<file path="src/rtl/reg_dump_uart.sv">
// reg_dump_uart
//    Debug readout engine for the pipeline's register-inspection port. On a
//    start request it sends one framed snapshot over a UART 8N1 TX line: a sync
//    byte 0xA5, then the PC, then registers FIRST_REG..LAST_REG. Every word is
//    sent as 4 bytes, MSB first, and every byte is sent LSB first.
//
//    Optional feature (compile-time macro REG_DUMP_CHECKSUM_EN):
//       when defined, one more byte follows the last register. It holds the XOR
//       of every byte after the sync byte.
//
//    Parameters
//       CLKS_PER_BIT : clock cycles per UART bit (>= 2)
//       FIRST_REG    : first register index dumped
//       LAST_REG     : last register index dumped (>= FIRST_REG)
//
//    Ports
//       clock    in   1 : rising-edge clock
//       reset    in   1 : synchronous, active-high
//       start    in   1 : single-cycle dump request, ignored while busy or done
//       pc_in    in  32 : pipeline pc_out
//       reg_data in  32 : pipeline register_out
//       reg_sel  out  5 : pipeline register_switch
//       tx       out  1 : UART serial out, idles high
//       busy     out  1 : high while a frame is in progress
//       done     out  1 : one-cycle pulse after the last stop bit
//
//    state     | meaning
//    ----------+-------------------------------------------------------------
//    IDLE      | line high, waiting for start
//    START_BIT | driving the start bit; register capture and reg_sel advance
//    DATA_BITS | shifting out 8 data bits, LSB first
//    STOP_BIT  | driving the stop bit; on its last cycle, pick the next byte
//    NEXT_BYTE | never occupied: folded into the last STOP_BIT cycle
module reg_dump_uart #(
   parameter int CLKS_PER_BIT = 868,
   parameter int FIRST_REG    = 0,
   parameter int LAST_REG     = 31
) (
   input  logic        clock,
   input  logic        reset,
   input  logic        start,
   input  logic [31:0] pc_in,
   input  logic [31:0] reg_data,
   output logic [4:0]  reg_sel,
   output logic        tx,
   output logic        busy,
   output logic        done
);

   localparam int                BAUD_W    = (CLKS_PER_BIT > 2) ? $clog2(CLKS_PER_BIT) : 1;
   localparam logic [BAUD_W-1:0] BAUD_LAST = BAUD_W'(CLKS_PER_BIT - 1);
   localparam logic [4:0]        SEL_FIRST = 5'(FIRST_REG);
   localparam logic [4:0]        SEL_LAST  = 5'(LAST_REG);

   localparam logic [2:0] IDLE      = 3'd0;
   localparam logic [2:0] START_BIT = 3'd1;
   localparam logic [2:0] DATA_BITS = 3'd2;
   localparam logic [2:0] STOP_BIT  = 3'd3;
   localparam logic [2:0] NEXT_BYTE = 3'd4;

   // Frame segment currently being sent.
   localparam logic [1:0] SEG_SYNC = 2'd0;
   localparam logic [1:0] SEG_PC   = 2'd1;
   localparam logic [1:0] SEG_REG  = 2'd2;
`ifdef REG_DUMP_CHECKSUM_EN
   localparam logic [1:0] SEG_CSUM = 2'd3;
   logic [7:0] csum;
`endif

   logic [2:0]        state;
   logic [BAUD_W-1:0] baud_cnt;
   logic [2:0]        bit_cnt;
   logic [1:0]        seg;
   logic [1:0]        byte_idx;
   logic [31:0]       word_buf;
   logic [6:0]        shreg;
   logic              last_word;
   logic [7:0]        cur_byte;
   logic              baud_end;

   assign baud_end = (baud_cnt == BAUD_LAST);

   // The byte is only needed at the end of START_BIT. A register word captured
   // on the first START_BIT cycle is therefore already in word_buf by then.
   always_comb begin
      cur_byte = word_buf[7:0];
      case (byte_idx)
         2'd0:    cur_byte = word_buf[31:24];
         2'd1:    cur_byte = word_buf[23:16];
         2'd2:    cur_byte = word_buf[15:8];
         default: cur_byte = word_buf[7:0];
      endcase
      if (seg == SEG_SYNC) cur_byte = 8'hA5;
`ifdef REG_DUMP_CHECKSUM_EN
      if (seg == SEG_CSUM) cur_byte = csum;
`endif
   end

   always_ff @(posedge clock) begin
      if (reset) begin
         state     <= IDLE;
         baud_cnt  <= '0;
         bit_cnt   <= '0;
         seg       <= SEG_SYNC;
         byte_idx  <= '0;
         word_buf  <= '0;
         shreg     <= '0;
         last_word <= 1'b0;
         reg_sel   <= SEL_FIRST;
         tx        <= 1'b1;
         busy      <= 1'b0;
         done      <= 1'b0;
`ifdef REG_DUMP_CHECKSUM_EN
         csum      <= '0;
`endif
      end else begin
         done <= 1'b0;
         case (state)
            IDLE: begin
               // done is high only in the cycle right after a frame. A start
               // in that cycle belongs to the frame that just ended.
               if (start && !done) begin
                  word_buf <= pc_in;
                  reg_sel  <= SEL_FIRST;
                  seg      <= SEG_SYNC;
                  byte_idx <= '0;
                  baud_cnt <= '0;
                  bit_cnt  <= '0;
                  tx       <= 1'b0;
                  busy     <= 1'b1;
                  state    <= START_BIT;
`ifdef REG_DUMP_CHECKSUM_EN
                  csum     <= '0;
`endif
               end
            end

            START_BIT: begin
               if ((baud_cnt == '0) && (seg == SEG_REG)) begin
                  if (byte_idx == 2'd0) begin
                     word_buf  <= reg_data;
                     last_word <= (reg_sel == SEL_LAST);
                  end
                  // Advancing during byte 3 gives the pipeline a full byte
                  // time to settle before the next capture.
                  if ((byte_idx == 2'd3) && !last_word) reg_sel <= reg_sel + 5'd1;
               end
               if (baud_end) begin
                  baud_cnt <= '0;
                  shreg    <= cur_byte[7:1];
                  tx       <= cur_byte[0];
                  state    <= DATA_BITS;
`ifdef REG_DUMP_CHECKSUM_EN
                  if ((seg == SEG_PC) || (seg == SEG_REG)) csum <= csum ^ cur_byte;
`endif
               end else begin
                  baud_cnt <= baud_cnt + BAUD_W'(1);
               end
            end

            DATA_BITS: begin
               if (baud_end) begin
                  baud_cnt <= '0;
                  if (bit_cnt == 3'd7) begin
                     bit_cnt <= '0;
                     tx      <= 1'b1;
                     state   <= STOP_BIT;
                  end else begin
                     bit_cnt <= bit_cnt + 3'd1;
                     tx      <= shreg[0];
                     shreg   <= {1'b0, shreg[6:1]};
                  end
               end else begin
                  baud_cnt <= baud_cnt + BAUD_W'(1);
               end
            end

            STOP_BIT: begin
               if (baud_end) begin
                  baud_cnt <= '0;
                  tx       <= 1'b0;
                  state    <= START_BIT;
                  byte_idx <= byte_idx + 2'd1;
                  case (seg)
                     SEG_SYNC: begin
                        seg      <= SEG_PC;
                        byte_idx <= '0;
                     end
                     SEG_PC: begin
                        if (byte_idx == 2'd3) seg <= SEG_REG;
                     end
                     SEG_REG: begin
                        if ((byte_idx == 2'd3) && last_word) begin
`ifdef REG_DUMP_CHECKSUM_EN
                           seg      <= SEG_CSUM;
                           byte_idx <= '0;
`else
                           state    <= IDLE;
                           tx       <= 1'b1;
                           busy     <= 1'b0;
                           done     <= 1'b1;
                           reg_sel  <= SEL_FIRST;
                           seg      <= SEG_SYNC;
                           byte_idx <= '0;
`endif
                        end
                     end
                     default: begin
                        state    <= IDLE;
                        tx       <= 1'b1;
                        busy     <= 1'b0;
                        done     <= 1'b1;
                        reg_sel  <= SEL_FIRST;
                        seg      <= SEG_SYNC;
                        byte_idx <= '0;
                     end
                  endcase
               end else begin
                  baud_cnt <= baud_cnt + BAUD_W'(1);
               end
            end

            NEXT_BYTE: begin
               state   <= IDLE;
               tx      <= 1'b1;
               busy    <= 1'b0;
               reg_sel <= SEL_FIRST;
            end

            default: begin
               state   <= IDLE;
               tx      <= 1'b1;
               busy    <= 1'b0;
               reg_sel <= SEL_FIRST;
            end
         endcase
      end
   end

endmodule
</file>
<file path="config.mk">
export PLATFORM = sky130hd
export DESIGN_NAME = reg_dump_uart
export DESIGN_NICKNAME = d
export VERILOG_FILES = /design/src/rtl/reg_dump_uart.sv
export SDC_FILE = /design/constraint.sdc
export NUM_CORES = 1
export LEC_CHECK = 0
export ABC_AREA = 1
export CORE_AREA = 2 2 90 92
export CTS_CLUSTER_SIZE = 14
export DETAILED_ROUTE_END_ITERATION = 10
export DIE_AREA = 0 0 92 94
export PLACE_DENSITY = 0.87
export SLEW_MARGIN = 5
export SYNTH_ARGS = -nofsm -noshare
export SYNTH_HDL_FRONTEND = slang
export SYNTH_SLANG_ARGS = --single-unit
</file>
<file path="constraint.sdc">
create_clock -name clock -period 2.2 [get_ports clock]
set_input_delay 0.44 -clock clock [delete_from_list [all_inputs] [get_ports clock]]
set_output_delay 0.44 -clock clock [all_outputs]
set_load 0.01 [all_outputs]
</file>
# Word-level counts from Yosys, hierarchy flattened
# Cells that the tools add are included.
dict set report op_classes {
  addsub 4
  n_mul 0
  div_mod_pow 0
  n_lt_le_gt_ge 0
  eq_ne 23
  shift 0
  n_mux 55
  bitwise 4
  n_reduce_logical 30
}
# cell n
set op_table {}
lappend op_table {{$mux W32} 3}
lappend op_table {{$pmux W32 S2} 1}
lappend op_table {{$mux W5} 5}
lappend op_table {{$mux W3} 8}
lappend op_table {{$pmux W8 S3} 1}
lappend op_table {{$mux W7} 3}
lappend op_table {{$mux W10} 2}
lappend op_table {{$ne A2 B2 Y1 const B} 10}
lappend op_table {{$pmux W10 S2} 1}
lappend op_table {{$pmux W5 S4} 1}
lappend op_table {{$reduce_and A5 Y1} 3}
lappend op_table {{$pmux W7 S2} 1}
lappend op_table {{$mux W2} 6}
lappend op_table {{$pmux W2 S2} 3}
lappend op_table {{$pmux W3 S4} 1}
lappend op_table {{$reduce_and A4 Y1} 3}
lappend op_table {{$add A10 B1 Y10 const B} 1}
lappend op_table {{$eq A10 B10 Y1 const B} 1}
lappend op_table {{$logic_not A10 Y1} 1}
lappend op_table {{$mux W1} 10}
lappend op_table {{$pmux W5 S2} 1}
lappend op_table {{$reduce_bool A2 Y1} 5}
lappend op_table {{$reduce_and A3 Y1} 3}
lappend op_table {{$mux W8} 1}
lappend op_table {{other kinds (24)} 41}
dict set report totals {
  reg_bits 68
  latch_bits 0
  ram_bits 0
  romBits 0
  inputBits 67
  output_inout_bits 8
  elab_cells 128
  n_memories 0
}

# Logic depth before layout (Yosys ltp)
# Gate-level depths: netlist of the first run.
dict set report depth {
  ltp_word 6
  depth_mapped 13
  mapped_depth_nobuf 12
}

# Worst setup path after synthesis of the first run
# OpenSTA, ideal clock, no wires.
dict set report synth_path {
  path_type {reg-to-reg}
  start {register state[1]}
  end {register word_buf[0]}
  setup_ps 113
  arrival_time_ps 1542
  required_time_ps 2087
  slack_ps 546
  path_stages_with_launch 10
  path_buffers 1
  synth_period_minus_slack_ps 1654
  cell_sequence {dfxtp_1 -> inv_1 -> ha_1 -> inv_2 -> nor2_1 -> a21oi_4 -> nand3_4 -> buf_2 -> nor2_1 -> nor2_1}
}
dict set report synth_via {
  elab_chain_cells 3
  elab_cells_between_ends 8
  cone_classes {4 x eq/ne; 1 x mux; 3 x reduce/logical}
}
# element line_no
set synth_lines {}
lappend synth_lines {{start, declared} 70} ;# logic [2:0] state;
lappend synth_lines {{start signal, assigned} 101} ;# state <= IDLE;
lappend synth_lines {{start signal, assigned} 131} ;# state <= START_BIT;
lappend synth_lines {{start signal, assigned} 152} ;# state <= DATA_BITS;
lappend synth_lines {{$eq A3 B1 Y1 / $logic_not A3 Y1 (equally long branches)} 118} ;# case (state)
lappend synth_lines {{$ne A2 B2 Y1 (no line) / $reduce_bool A2 Y1 (equally long branches)} n/a}
lappend synth_lines {{$reduce_and A4 Y1 (no line)} n/a}
lappend synth_lines {{end signal, assigned} 123} ;# word_buf <= pc_in;
lappend synth_lines {{end signal, assigned} 141} ;# word_buf <= reg_data;
lappend synth_lines {{end, declared} 75} ;# logic [31:0] word_buf;
# Several ways; a longest one is shown, not always the timed one.
# A chain may end at the register's enable or synchronous reset.

# Worst setup path after layout of the first run
dict set report layout_path {
  start {register state[0]}
  end {register seg[0]}
}
dict set report layout_via {
  elab_chain_cells 3
  elab_cells_between_ends 9
  cone_classes {5 x eq/ne; 1 x mux; 3 x reduce/logical}
}
# element line_no
set layout_lines {}
lappend layout_lines {{$eq A3 B2 Y1 / $logic_not A3 Y1 (equally long branches)} 118}
lappend layout_lines {{$ne A3 B3 Y1 (no line), or another cell as far along} n/a}
lappend layout_lines {{$reduce_and A5 Y1 (no line)} n/a}
lappend layout_lines {{end signal, assigned} 104} ;# seg <= SEG_SYNC;
lappend layout_lines {{end signal, assigned} 125} ;# seg <= SEG_SYNC;
lappend layout_lines {{end signal, assigned} 186} ;# seg <= SEG_PC;
lappend layout_lines {{end, declared} 73} ;# logic [1:0] seg;
# Several ways; a longest one is shown, not always the timed one.

==> results of run 1 <==
==> final cells by class <==
| cell class | count | area [µm²] | share of cell area (%) |
|---|---|---|---|
| tap | 102 | 128 | 2.54 |
| multi-input combinational | 473 | 2280 | 45.4 |
| sequential | 67 | 1340 | 26.7 |
| inverter | 58 | 218 | 4.34 |
| clock inverter | 6 | 88.8 | 1.77 |
| timing repair buffer | 85 | 823 | 16.4 |
| clock buffer | 10 | 138 | 2.74 |
==> registers in the layout (all words and copies together), names as in the netlist <==
| register | cells |
|---|---|
| baud_cnt | 10 |
| byte_idx | 2 |
| done | 1 |
| state | 2 |
| busy | 1 |
| bit_cnt | 3 |
| seg | 2 |
| shreg | 7 |
| tx | 1 |
| reg_sel | 5 |
| last_word | 1 |
| word_buf | 32 |
==> metal layers <==
metal | global-route usage, % | share of wire, % | vias to the layer above
li1 | - | - | 2148
met1 | 26.6 | 42 | 1874
met2 | 43.3 | 50 | 143
met3 | 5.54 | 6.1 | 24
met4 | 9.33 | 1.9 | 0
met5 | 0 | 0 | -
==> power by group <==
group          leakage (nW)  switching [mW]  internal, mW
clock network         0.108           0.493         0.668
registers             0.549           0.235          1.61
logic                  1.56            2.41          1.30
total                  2.22            3.14          3.58
==> worst max-delay path by stage <==
stage               depth (start not counted)      from      endpoint  slack, ps
floorplan                                   9  state[1]   word_buf[0]        550
global placement                            8  state[1]   word_buf[0]        250
detailed placement                          8  state[1]  word_buf[14]        190
CTS                                         9  state[1]  word_buf[19]        170
global route                                9  state[0]        seg[0]         30
finish                                      9  state[0]        seg[0]        280
==> cells in the mapped netlist (all sizes together), types with 2 or more instances <==
cell    number
ha          20
dfxtp       67
buf         15
o211ai       4
nand3b       2
inv         57
a31oi        4
nor2        66
nand3       22
clkbuf      13
o221ai       4
nor3         7
nand2      235
o21ai       20
nand4       23
a21oi       60
==> per-stage QoR <==
stage | util (%) | setup WS (ps)
after detailed placement | 62.7 | 187
after CTS | 65.7 | 170
final | 65.9 | 284
after global routing | 65.9 | 32.4
after floorplan | - | 546
after global placement | 62.7 | 255
==> logic make-up (layout without fill, tap and decap cells) <==
| family | after synthesis | in the layout | synth area share [%] |
|---|---|---|---|
| and+or+nand+nor | 356 | 357 | 37.4 |
| DFF | 67 | 67 | 34.0 |
| xor gates and xnor gates | 1 | 1 | 0.222 |
| adders and majority gates | 20 | 20 | 6.34 |
| buffers and inverters | 86 | 159 | 8.69 |
| AOI/OAI and AO/OA | 95 | 95 | 13.3 |
==> worst max-delay path, stage by stage, from the launching register on <==
cell	delay [ps]
dfxtp_1	370
inv_1	90
ha_1	260
inv_2	140
a21oi_1	80
buf_4	180
nor3_1	340
nand2_1	120
a21oi_1	150
nor3_1	60
==> timing repair <==
item                       4_1_cts  5_1_grt
gates resized for setup          0        1
hold buffers                     0        0
hold endpoints to repair         0        0
setup endpoints to repair        0       12
==> impl_metrics.json, run 1 <==
{
  "ys_ff_latch": 67,
  "maxCapViolations": 0,
  "antenna_found_initial": 0,
  "whs_ps": 466,
  "wl_um": 9840,
  "cts.sinks": 67,
  "min_from": "word_buf[16]",
  "grt_pass1_wl_um": 16700,
  "r2r-start": "state[0]",
  "final_hold_viol_count": 0,
  "fin_crit_sh_pct": 87.1,
  "rsz0062_at_grt": "no",
  "reg2regPathDepth": 9,
  "die_h_um": 94,
  "final_cell_mix": "nand2_1 (231), clkdlybuf4s50_1 (74), dfxtp_1 (67)",
  "crit_type": "flop to flop",
  "worstMarginPinSlew_ps": 421,
  "drt_first_iter_violations": 299,
  "startpoint_type": "flop",
  "yosysTopAreaCell": "dfxtp_1",
  "fin_tns_setup_ps": 0,
  "dieArea_um2": 8650,
  "die_w_um": 92,
  "root_buffer": "clkbuf_8",
  "place_hpwl_um": 6910,
  "syn-num-nets": 712,
  "maxSlewViolCount": 0,
  "synth_flop_cell": "dfxtp_1",
  "p_total_mw": 6.72,
  "fp-row-count": 32,
  "clk_path_buf_depth": 2,
  "fin_nets": 781,
  "grt_pass1_vias": 3981,
  "cts_setup_buffers": 0,
  "diodes": 0,
  "synth_area_um2": 3950,
  "cts_tree": "done",
  "yosysWarningCount": 0,
  "hold_path_depth": 2,
  "yosysTopAreaCellShare_pct": 34.0,
  "drt_first_pass_iters": 5,
  "avgSynthCellArea_um2": 6.31,
  "gr-usage-all-layers_pct": 23.7,
  "fin_cells": 801,
  "drive_gt1_share_pct": 6.44,
  "cts_buffers": 9,
  "place_inst": 784,
  "port-buffer-count": 74,
  "drc": 0,
  "ys_seq_area_share_pct": 34.0,
  "synth_cell_types": 30,
  "grt_overflow": 0,
  "arrival_ps": 2140,
  "p_leak_nw": 2.22,
  "synthTopCellsByArea": "dfxtp_1 (34%), nand2_1 (22%), a21oi_1 (7.5%), ha_1 (6.3%), nor2_1 (5.9%)",
  "rrSetupSlack_ps": 280,
  "grt_max_degree": 47,
  "clk-insertion-delay-late_ps": 350,
  "r2r_end": "seg[0]",
  "synthCells": 625,
  "outcome": "finished, final reports clean",
  "hold_class": "flop to flop",
  "path_clk_slew_ps": 70,
  "synth_edf_count": 0,
  "initial_core_util_pct": 51.9,
  "htree_levels": 3,
  "setup_violations": 0,
  "via_count": 4189,
  "area.growth.synth_to_final_pct": 27.1,
  "cp_data_required_time_ps": 2420,
  "crit_fanout": 10,
  "final_common_cell": "nand2_1",
  "p_per_area_nw_per_um2": 1340,
  "fin_crit_ps": 1920,
  "n_fill_cell": 673,
  "max_freq_mhz": 522,
  "design.portCount": 75,
  "place.gp.congestion": 0.885,
  "ir_drop_uv": 704,
  "maxSlewHeadroom_pct": 71.9,
  "timing.hold.worst_endpoint": "word_buf[16]",
  "wire_per_inst_um": 12.3,
  "core_um2": 7610,
  "final.setup_skew_ps": 7.86,
  "endpoint_kind": "flop",
  "vias_per_cell": 5.23,
  "final_cell_area_um2": 5020,
  "async_flop_share_pct": 0,
  "place_area_um2": 4770,
  "drtAntennaViolNets": 0
}
No activity file was read; power rests on OpenSTA's default activity.
==> run 2, diff against run 1 <==
--- a/config.mk
+++ b/config.mk
@@ -5,11 +5,10 @@
 export SDC_FILE = /design/constraint.sdc
 export NUM_CORES = 1
 export LEC_CHECK = 0
-export ABC_AREA = 1
-export CORE_AREA = 2 2 90 92
+export CORE_AREA = 2 2 89 91
 export CTS_CLUSTER_SIZE = 14
 export DETAILED_ROUTE_END_ITERATION = 10
-export DIE_AREA = 0 0 92 94
+export DIE_AREA = 0 0 91 93
 export PLACE_DENSITY = 0.87
 export SLEW_MARGIN = 5
 export SYNTH_ARGS = -nofsm -noshare
==> run 2 against run 1 <==
  * Cell area rose by 0.80%
  * Clock skew rose by 1.2 ps
  * Power fell by 18%
  * Register-to-register slack got worse by 220 ps
  * Die area fell by 2.1%
  * Combinational power fell by 28%
  * Critical path depth fell by 3
  * Critical path type unchanged
  * Critical endpoint is now reg_sel[2]
==> impl_metrics.json, run 2 <==
{
  "outcome": "finished, final reports clean",
  "fp-row-count": 32,
  "die_w_um": 91,
  "avgSynthCellArea_um2": 9.13,
  "ir_drop_uv": 692,
  "p_clk_share_pct": 18.8,
  "hold_class": "flop to flop",
  "vias_per_cell": 5.83,
  "place_area_um2": 4770,
  "path_clk_slew_ps": 80,
  "crit_fanout": 6,
  "htree_levels": 3,
  "fin_crit_ps": 2140,
  "die_h_um": 93,
  "yosysWarningCount": 0,
  "synth_edf_count": 0,
  "ys_ff_latch": 67,
  "syn-num-nets": 506,
  "setup_violations": 0,
  "place_hpwl_um": 7260,
  "synth_area_um2": 3830,
  "seq_power_share_pct": 32.8,
  "cts_tree": "done",
  "cts_buffers": 9,
  "max_freq_mhz": 468,
  "yosysTopAreaCell": "dfxtp_1",
  "dieArea_um2": 8460,
  "r2r-start": "baud_cnt[7]",
  "diodes": 0,
  "p_per_area_nw_per_um2": 1090,
  "intPower_mw": 3.27,
  "drt_first_iter_violations": 234,
  "synth_cell_types": 51,
  "fin_tns_setup_ps": 0,
  "drtAntennaViolNets": 0,
  "rsz0062_at_grt": "yes",
  "final_cell_area_um2": 5060,
  "area.growth.synth_to_final_pct": 32.1,
  "place_inst": 591,
  "startpoint_type": "flop",
  "hold_path_depth": 2,
  "timing.hold.worst_endpoint": "shreg[6]",
  "design.portCount": 75,
  "clk_path_buf_depth": 2,
  "yosysTopAreaCellShare_pct": 35.0,
  "gr-usage-all-layers_pct": 24.2,
  "synthCells": 419,
  "final.setup_skew_ps": 9.01,
  "grt_max_degree": 60,
  "yosys-top-cells-count": "dfxtp_1 (67), nor2_1 (59), mux2i_1 (40)",
  "grt_overflow": 0,
  "final_common_cell": "clkdlybuf4s50_1",
  "endpoint_kind": "flop",
  "biggestRegsByFlops": "word_buf x32, baud_cnt x10, shreg x7",
  "fin_nets": 589,
  "largest_register_ffs": 32,
  "top_register": "word_buf",
  "async_flop_share_pct": 0,
  "grt_pass1_wl_um": 16400,
  "maxSlewViolCount": 0,
  "wire_per_inst_um": 17.0,
  "fin_util_pct": 67.2,
  "root_buffer": "clkbuf_8",
  "cts.sinks": 67,
  "min_from": "shreg[6]",
  "rrSetupSlack_ps": 60,
  "drt_first_pass_iters": 6,
  "final_hold_viol_count": 0,
  "ys_seq_area_share_pct": 35.0,
  "power_frac_comb_pct": 48.4,
  "r2r_end": "reg_sel[2]",
  "crit_type": "flop to flop",
  "synthTopCellsByArea": "dfxtp_1 (35%), mux2i_1 (10%), a211oi_2 (9.2%), ha_1 (6.5%), nor2_1 (5.8%)",
  "switching_share_pct": 40.5,
  "cts_hold_buf": 0,
  "wl_um": 10400,
  "cp_data_required_time_ps": 2490,
  "n_fill_cell": 574,
  "via_count": 3550,
  "fin_crit_sh_pct": 97.2,
  "worstMarginPinSlew_ps": 711,
  "final_cell_mix": "clkdlybuf4s50_1 (73), dfxtp_1 (67), nor2_1 (59)",
  "antenna_found_initial": 0,
  "synth_flop_cell": "dfxtp_1",
  "initial_core_util_pct": 50.8,
  "reg2regPathDepth": 6,
  "p_sw_mw": 2.23,
  "core_um2": 7530,
  "place.gp.congestion": 0.922,
  "drc": 0,
  "port-buffer-count": 74,
  "fin_cells": 609,
  "arrival_ps": 2420,
  "p_leak_nw": 1.84,
  "maxCapViolations": 0,
  "clk-insertion-delay-late_ps": 350,
  "grt_pass1_vias": 3487,
  "drive_gt1_share_pct": 18.1,
  "yosysMostFrequentCell": "dfxtp_1",
  "maxSlewHeadroom_pct": 52.4
}
## run 2: per-stage QoR
step	setup slack [ps]	hold slack [ps]	power (mW)
5_1_grt	21.6	515	5.81
6_report	62.5	481	5.50
3_5_place_dp	-28.9	469	4.31
2_1_floorplan	122	446	3.62
3_3_place_gp	67.9	457	4.17
4_1_cts	21.0	482	5.34
## run 2: final cells by class
| class | count | area [µm²] | area share [%] |
|---|---|---|---|
| multi-input combinational | 303 | 2330 | 46.0 |
| clock buffer | 9 | 124 | 2.45 |
| sequential | 67 | 1340 | 26.5 |
| clock inverter | 7 | 77.6 | 1.53 |
| tap | 102 | 128 | 2.52 |
| timing repair buffer | 102 | 988 | 19.5 |
| inverter | 19 | 71.3 | 1.41 |
## run 2: critical path: stages (launching register included)
cell	delay (ps)
dfxtp_1	320
or4_4	600
nor4_2	290
buf_4	180
nand2_1	50
or4_4	480
a21oi_2	160
## run 2: worst max-delay path by stage
stage | startpoint | cells after the start | to
floorplan | baud_cnt[7] | 7 | word_buf[12]
global placement | baud_cnt[7] | 5 | reg_sel[2]
detailed placement | byte_idx[1] | 6 | reg_sel[2]
CTS | byte_idx[1] | 6 | reg_sel[2]
global route | baud_cnt[7] | 6 | reg_sel[2]
finish | baud_cnt[7] | 6 | reg_sel[2]
## run 2: metal layers
layer | share of wire, % | wire, µm | GRT usage, %
met5 | 0 | 0 | 0
met4 | 1.4 | 148 | 7.20
met3 | 5.6 | 577 | 6.77
met2 | 50 | 5210 | 43.0
met1 | 43 | 4430 | 28.4
## run 2: power by group through the flow
stage	clock network, mW	logic, mW	registers, mW
3_3_place_gp	0	2.38	1.79
2_1_floorplan	0	1.89	1.74
5_1_grt	1.11	2.88	1.82
3_5_place_dp	0	2.50	1.81
4_1_cts	1.05	2.51	1.78
6_report	1.04	2.66	1.80
## run 2: kinds of logic after synthesis
family,synth area share [%]
and+or+nand+nor,16.6
AOI/OAI and AO/OA,24.9
DFF,35.0
buffers and inverters,5.52
muxes,11.3
adders and majority gates,6.54
## run 2: timing repair
item / 4_1_cts / 5_1_grt
pin swaps: 0 / 5
endpoints found under the setup margin: 18 / 37
gates cloned: 0 / 1
setup buffers: 0 / 1
endpoints found under the hold margin: 0 / 0
gates resized for setup: 2 / 9
